### src/rtl/fxp_div_pkg.sv
// Shared types and helpers for the sequential fixed-point divider.
package fxp_div_pkg;

  typedef enum logic [1:0] {
    S_IDLE = 2'd0,
    S_CALC = 2'd1,
    S_DONE = 2'd2
  } state_t;

  // Width of a counter that must hold the values 0..iterations.
  function automatic int cnt_width(input int iterations);
    return (iterations < 2) ? 1 : $clog2(iterations + 1);
  endfunction

endpackage

### src/rtl/fxp_div_post.sv
// Post-processing of the raw unsigned quotient: round, apply sign, saturate.
// The quotient carries one extra LSB that serves as the round bit.
module fxp_div_post
  import fxp_div_pkg::*;
#(
  parameter int WO    = 16,
  parameter int ROUND = 1
) (
  input  logic [WO:0]   q,
  input  logic          sign,
  input  logic          ovf,
  output logic [WO-1:0] res,
  output logic          sat
);

  localparam int N = WO + 1;
  // Largest positive magnitude and largest negative magnitude, N bits wide.
  localparam logic [N-1:0] POS_LIM = {2'b00, {(WO-1){1'b1}}};
  localparam logic [N-1:0] NEG_LIM = {2'b01, {(WO-1){1'b0}}};

  logic [N-1:0] mag;
  logic [N-1:0] rnd_inc;
  logic [N-1:0] neg_mag;

  // Round, detect saturation and produce the signed result.
  always_comb begin
    rnd_inc = {N{1'b0}};
    if (ROUND != 0) begin
      rnd_inc = {{(N-1){1'b0}}, q[0]};
    end else begin
      rnd_inc = {N{1'b0}};
    end
    // q >> 1 plus the round bit cannot exceed N bits.
    mag     = {1'b0, q[N-1:1]} + rnd_inc;
    neg_mag = -mag;
    sat     = ovf | (~sign & (mag > POS_LIM)) | (sign & (mag > NEG_LIM));
    if (sat) begin
      if (sign) begin
        res = NEG_LIM[WO-1:0];
      end else begin
        res = POS_LIM[WO-1:0];
      end
    end else if (sign) begin
      res = neg_mag[WO-1:0];
    end else begin
      res = mag[WO-1:0];
    end
  end

endmodule

### src/rtl/fxp_div_seq.sv
// Sequential signed fixed-point divider, restoring long division, one
// quotient bit per cycle, fixed latency of N+2 cycles from vld to rdy.
module fxp_div_seq
  import fxp_div_pkg::*;
#(
  parameter int WIIA  = 8,
  parameter int WIFA  = 8,
  parameter int WIIB  = 8,
  parameter int WIFB  = 8,
  parameter int WOI   = 8,
  parameter int WOF   = 8,
  parameter int ROUND = 1
) (
  input  logic                 clk,
  input  logic                 rst,
  input  logic [WIIA+WIFA-1:0] ina,
  input  logic [WIIB+WIFB-1:0] inb,
  input  logic                 vld,
  output logic                 busy,
  output logic                 rdy,
  output logic [WOI+WOF-1:0]   out,
  output logic                 overflow
);

  localparam int WA = WIIA + WIFA;
  localparam int WB = WIIB + WIFB;
  localparam int WO = WOI + WOF;
  localparam int N  = WO + 1;              // quotient bits incl. round bit
  localparam int SH = WIFB + WOF + 1;      // dividend pre-shift
  localparam int WD = WA + 1 + SH;         // width of scaled dividend D
  localparam int WH = WD - N;              // width of D >> N
  localparam int WV = WB + 1 + WIFA;       // width of scaled divisor V
  localparam int WR = ((WH > WV) ? WH : WV) + 1;
  localparam int CW = cnt_width(N);

  state_t        state;
  logic [CW-1:0] cnt;
  logic [WR-1:0] rem;
  logic [N-1:0]  dlo;
  logic [WV-1:0] vreg;
  logic [N-1:0]  quot;
  logic          sign;
  logic          ovf;

  logic [WA:0]   abs_a;
  logic [WB:0]   abs_b;
  logic [WD-1:0] d_full;
  logic [WV-1:0] v_full;
  logic          entry_ovf;
  logic [WR-1:0] rem_sh;
  logic [WR-1:0] v_ext;
  logic          take;
  logic [WR-1:0] rem_nx;
  logic [WO-1:0] post_res;
  logic          post_sat;

  // Operand magnitudes, scaling and the quotient-range precheck.
  always_comb begin
    abs_a     = ina[WA-1] ? -{ina[WA-1], ina} : {ina[WA-1], ina};
    abs_b     = inb[WB-1] ? -{inb[WB-1], inb} : {inb[WB-1], inb};
    d_full    = {abs_a, {SH{1'b0}}};
    v_full    = {abs_b, {WIFA{1'b0}}};
    // If the top part of D already reaches V the quotient needs more than N bits.
    entry_ovf = (inb == {WB{1'b0}}) |
                ({{(WR-WH){1'b0}}, d_full[WD-1:N]} >= {{(WR-WV){1'b0}}, v_full});
  end

  // One restoring step: shift in the next dividend bit and trial-subtract.
  always_comb begin
    v_ext  = {{(WR-WV){1'b0}}, vreg};
    rem_sh = {rem[WR-2:0], dlo[N-1]};
    take   = (rem_sh >= v_ext);
    if (take) begin
      rem_nx = rem_sh - v_ext;
    end else begin
      rem_nx = rem_sh;
    end
  end

  fxp_div_post #(
    .WO   (WO),
    .ROUND(ROUND)
  ) u_post (
    .q   (quot),
    .sign(sign),
    .ovf (ovf),
    .res (post_res),
    .sat (post_sat)
  );

  // Control FSM with datapath registers and registered handshake outputs.
  always_ff @(posedge clk) begin
    if (rst) begin
      state    <= S_IDLE;
      cnt      <= {CW{1'b0}};
      rem      <= {WR{1'b0}};
      dlo      <= {N{1'b0}};
      vreg     <= {WV{1'b0}};
      quot     <= {N{1'b0}};
      sign     <= 1'b0;
      ovf      <= 1'b0;
      busy     <= 1'b0;
      rdy      <= 1'b0;
      out      <= {WO{1'b0}};
      overflow <= 1'b0;
    end else begin
      rdy <= 1'b0;
      case (state)
        S_IDLE: begin
          if (vld) begin
            // A zero divisor saturates on the dividend sign alone.
            if (inb == {WB{1'b0}}) begin
              sign <= ina[WA-1];
            end else begin
              sign <= ina[WA-1] ^ inb[WB-1];
            end
            rem   <= {{(WR-WH){1'b0}}, d_full[WD-1:N]};
            dlo   <= d_full[N-1:0];
            vreg  <= v_full;
            quot  <= {N{1'b0}};
            ovf   <= entry_ovf;
            cnt   <= {CW{1'b0}};
            busy  <= 1'b1;
            state <= S_CALC;
          end else begin
            state <= S_IDLE;
          end
        end
        S_CALC: begin
          rem  <= rem_nx;
          dlo  <= {dlo[N-2:0], 1'b0};
          quot <= {quot[N-2:0], take};
          cnt  <= cnt + 1'b1;
          if (cnt == CW'(N - 1)) begin
            state <= S_DONE;
          end else begin
            state <= S_CALC;
          end
        end
        S_DONE: begin
          out      <= post_res;
          overflow <= post_sat;
          rdy      <= 1'b1;
          busy     <= 1'b0;
          state    <= S_IDLE;
        end
        default: begin
          busy  <= 1'b0;
          state <= S_IDLE;
        end
      endcase
    end
  end

endmodule

### config.mk
export PLATFORM = sky130hd
export DESIGN_NAME = fxp_div_seq
export DESIGN_NICKNAME = d
export VERILOG_FILES = /design/src/rtl/fxp_div_pkg.sv /design/src/rtl/fxp_div_post.sv /design/src/rtl/fxp_div_seq.sv
export SDC_FILE = /design/constraint.sdc
export NUM_CORES = 1
export LEC_CHECK = 0
export CAP_MARGIN = 20
export CORE_ASPECT_RATIO = 0.9
export CORE_UTILIZATION = 40
export CTS_CLUSTER_SIZE = 20
export DETAILED_ROUTE_END_ITERATION = 16
export SYNTH_ARGS = -nofsm -noshare
export SYNTH_HDL_FRONTEND = slang
export SYNTH_SLANG_ARGS = --single-unit
### constraint.sdc
create_clock -name clk -period 3.9 [get_ports clk]
set_input_delay 0.585 -clock clk [delete_from_list [all_inputs] [get_ports clk]]
set_output_delay 0.585 -clock clk [all_outputs]
set_load 0.05 [all_outputs]
Yosys cells after proc, flatten, opt, wreduce, memory -nomap -nowiden. Index checks and enable logic that the tools add are counted.

Reductions and logical operators: 6. Add/sub/neg operators: 6. Bitwise gates (word level): 8. Multiplexer cells: 20. Magnitude comparators: 4. Eq/ne operators: 4.

Operator list (number): 17-bit case mux with 2 select lines (2); 17-bit 2-to-1 mux (3); 25-bit 2-to-1 mux (2); 25-bit case mux with 2 select lines (1); 16-bit 2-to-1 mux (3); 17-bit negator (2); 26-bit by 25-bit >= comparator with 1-bit output (1); 17-bit by 25-bit >= comparator with 1-bit output (1); 25-bit subtractor (1); 16-bit by 1-bit adder with 17-bit output (1); 17-bit by 15-bit greater-than comparator with 1-bit output, second input constant (1); 17-bit by 16-bit greater-than comparator with 1-bit output, second input constant (1); 16-bit zero test (1); 16-bit negator (1); 5-bit case mux with 2 select lines (1); 2-bit AND reduction (3); 5-bit by 1-bit adder with 5-bit output, second input constant (1); 5-bit == test, second input constant (1); 5-bit 2-to-1 mux (1); 1-bit 2-to-1 mux (4); 2-bit case mux with 2 select lines (1); 1-bit bitwise OR (3); 1-bit bitwise AND (2); 2-bit by 1-bit == test with 1-bit output, second input constant (1); 8 further kinds (9).

Input port bits: 35. Register bits: 104.

Logic depth before layout (Yosys ltp).
Depth after elaboration: 6. Mapped depth: 14. Gate-level depth less buffers: 14.

Modules after synthesis. From an unflattened synthesis, not the netlist that was laid out.

Cell total of the unflattened synthesis: 873. Area total of the unflattened synthesis: 6731.5 um^2.

Modules (own cells, without submodules): fxp_div_seq (instances 1, area an instance 5252.5 um^2, sequential area each 1741.7 um^2, cells each 666); fxp_div_post (instances 1, area an instance 1478.9 um^2, sequential area each 0.0 um^2, cells each 207).

Worst setup path after synthesis. No wires, ideal clock.

Path type: input to register. Start: in ina[4]. End: reg ovf. Stages on the path: 13. Required time: 3.766 ns. Slack: 0.629 ns. Path buffers: 0. Arrival: 3.137 ns. Cells stage by stage: or4_1 > nor3_1 > nand3_1 > o31ai_1 > xnor2_1 > ha_1 > a21o_1 > a21o_1 > a21oi_1 > o21ai_0 > a21o_1 > o21ai_1 > a211oi_1.

Word-level cells in the longest chain between the ends: 4.

Ends and longest elaborated chain: from (decl) (line fxp_div_seq.sv:16) `input logic [WIIA+WIFA-1:0] ina,`; 17-bit negator (line fxp_div_seq.sv:59) `abs_a = ina[WA-1] ? -{ina[WA-1], ina} : {ina[WA-1], ina};`; 17-bit 2-to-1 mux (*) (line fxp_div_seq.sv:59); 17-bit by 25-bit >= comparator with 1-bit output (*) (line fxp_div_seq.sv:65) `({{(WR-WH){1'b0}}, d_full[WD-1:N]} >= {{(WR-WV){1'b0}}, v_full});`; 1-bit bitwise OR (*) (line fxp_div_seq.sv:64) `entry_ovf = (inb == {WB{1'b0}}) |`; to (signal assigned) (line fxp_div_seq.sv:121) `ovf <= entry_ovf;`; to (decl) (line fxp_div_seq.sv:43) `logic ovf;`.

Every way passes the cells marked *; elsewhere a longest branch is shown, timed or not. A chain may end at the register's enable or synchronous reset.

Worst setup path after layout. Ends and elaborated chain as after synthesis.

==> flow_summary.ini <==
[outcome]
status = complete, no violations

[setup_path]
critPathMaxStageDelay_ns = 0.58
crit_family = compound AO/OA/AOI/OAI gates
critPathSlowestCell = or4_1
path_cells = clkdlybuf4s50_1 -> or4_1 -> nor3_1 -> buf_4 -> nand3_1 -> o31ai_1 -> xnor2_1 -> ha_1 -> a21o_1 -> a21o_1 -> a21oi_1 -> o21ai_0 -> a21o_1 -> o21ai_1 -> a211oi_1
crit_path_start_kind = input pin
cp.arrival_ns = 3.71
required_ns = 4.09
cp_max_fo = 4
worstSetupEndpointType = flop
path_common_cell = a21o_1
crit_type = in -> reg
crit_buf_inv = 2

[synth]
yosys.area.top_type = dfxtp_1
ys_seq_elements = 87
synth.top_cell.area_share_pct = 28.48
yosys-top-cells-count = dfxtp_1, nand2_1, nor2_1
syn_nets = 836
synth_area_leaders = dfxtp_1, ha_1, xnor2_1, nand2_1, a21oi_1
yosysWarningCount = 0
postSynthAreaPerCell_sq_um = 7.995
ys_types = 71
ys_async_sr_fraction_pct = 0
syn_area_sq_um = 6116
yosysSeqAreaShare_pct = 28.48
synthCells = 765
synth_edf_count = 0
ys.flop_type = dfxtp_1
yosysMostFrequentCell = dfxtp_1

[drt]
ant_nets = 0
routed_wl_microns = 16000
first_iter_violations = 389
vias_per_cell = 5.716
drt_first_pass_iters = 5
vias = 5705
wl_per_cell_microns = 16.04
drc_errors = 0

[place]
place_congestion = 0.8971
hpwl_microns = 11940
io_buffers = 53

[timing]
slew_headroom_pct = 29.34
tightest_slew_ns = 1.060
rsz0062_at_grt = no
setup_viol = 0
max_freq_mhz = 283.8
layout_min_cycle_time_ns = 3.524
period_share_pct = 90.35
holdWs_ns = 0.4516
setup_tns_ns = 0
slew_violations = 0
hold_viol = 0
finClkSkew_ns = 0.007124

[cts]
clk_pin_slew_ns = 0.07
cts_tree = yes
cts-resized-gates = 0
cts.path.max_buffers = 2
postCtsHoldBufs = 0
cts_buffers = 9
root_buffer = clkbuf_16
htreeDepth = 3
post_cts.repair.setup_buffers = 0
clk_latency_ns = 0.36
cts_sinks = 87

[power_and_ir_drop]
ir_drop_v = 0.0002321
power.density_nw_per_um2 = 465.8
p_leak_nw = 2.663

[grt]
grt_pass1_wl_microns = 26810
grt_antenna_before_repair = 0
grt_max_degree = 55
grt_overflow = 0
grt_pass1_vias = 5367
track_usage_pct = 20.78

[die]
io_pins = 54
core_sq_um = 14820
dieWidth_microns = 132.3
num_rows = 42
initial_utilization_pct = 41.27
die_h_microns = 119.3
dieArea_sq_um = 15790

[hold_path]
min_path_type = reg -> reg

[finish]
layout.nets = 866
drive_gt1_share_pct = 6.750
antenna_cells = 0
area_delta_synth_final_pct = 15.94

[flow_run]
max-cap-violations = 0
[cell usage in the layout, fill, tap and decap left out, types with 12 or more instances in the layout]
cell and count:
dfxtp_1 87, nand2_1 71, nor2_1 56, clkdlybuf4s50_1 52
a21oi_1 47, xnor2_1 38, ha_1 35, inv_1 34
o21ai_0 30, nor3_1 26, xor2_1 26, nand3_1 24
a211oi_1 21, mux2i_1 15, buf_4 14, a22o_1 13
nand4_1 12
[area by class of cell]
type,instances,area [sq um]
multi-input combinational,596,4053
tap,198,247.7
inverter,34,127.6
clock inverter,7,65.06
fill,1458,7729
sequential,87,1742
clock buffer,9,225.2
timing repair buffer,67,630.6
[registers in the layout, indices dropped and copies added, names as in the netlist]
name	flops
rem	25
quot	17
vreg	17
out	16
cnt	5
state	2
busy	1
overflow	1
ovf	1
rdy	1
sign	1
[power breakdown]
group | switching, mW | internal (mW)
clock network | 0.414 | 0.449
logic | 0.796 | 0.613
registers | 0.0673 | 0.964
total | 1.28 | 2.03
[metal layers]
metal,GRT usage (%),share of wire [%],vias to the layer above
met5,0,0,-
met4,5.460,1.2,0
met3,4.385,5.3,16
met2,32.60,44,154
met1,28.73,50,2687
li1,-,-,2848
[kinds of logic (layout without fill, tap and decap cells)]
family	after synthesis	count (layout)	share of synthesized area [%]
AO/OA/AOI/OAI	204	204	23.20
XOR/XNOR	65	65	9.431
adder cells (fa/ha/maj)	36	36	7.488
buffers and inverters	82	117	5.442
flip-flops	87	87	28.48
multiplexers	15	15	2.455
other	1	1	0.06132
AND/OR/NAND/NOR	275	275	23.45
[path summary, 6_finish.rpt]
path	start	endpoint	slack (ns)	depth (start not counted)
hold reg to reg	vreg[24]$_SDFFE_PP0P_	vreg[24]$_SDFFE_PP0P_	0.45	2
setup reg to reg	quot[0]$_SDFFE_PP0P_	out[4]$_SDFFE_PP0P_	0.43	10
setup / recovery	ina[4]	ovf$_SDFFE_PP0P_	0.38	15
hold / removal	vreg[24]$_SDFFE_PP0P_	vreg[24]$_SDFFE_PP0P_	0.45	2
[worst reg2reg max path, stage by stage (launching register included)]
cell       delay (ns)
dfxtp_1          0.39
ha_1             0.17
ha_1             0.50
xor2_1           0.40
nand4_1          0.13
or4_1            0.49
a2111oi_0        0.41
o21ai_1          0.24
nand2_1          0.17
nor2_1           0.18
a211oi_1         0.30
[per-stage QoR]
| stage | power, mW | area (sq um) | setup WS (ns) | util [%] | cells |
|---|---|---|---|---|---|
| after floorplan | 2.115 | 6116 | 0.6293 | - | 765 |
| after global routing | 3.537 | 7091 | 0.09585 | 47.85 | 998 |
| after global placement | 2.414 | 6800 | 0.1004 | 45.89 | 982 |
| after detailed placement | 2.446 | 6800 | 0.02235 | 45.89 | 982 |
| after CTS | 3.320 | 7091 | 0.3845 | 47.85 | 998 |
| final | 3.303 | 7091 | 0.3763 | 47.85 | 998 |
Note: power is estimated with default switching activity, not from simulation.
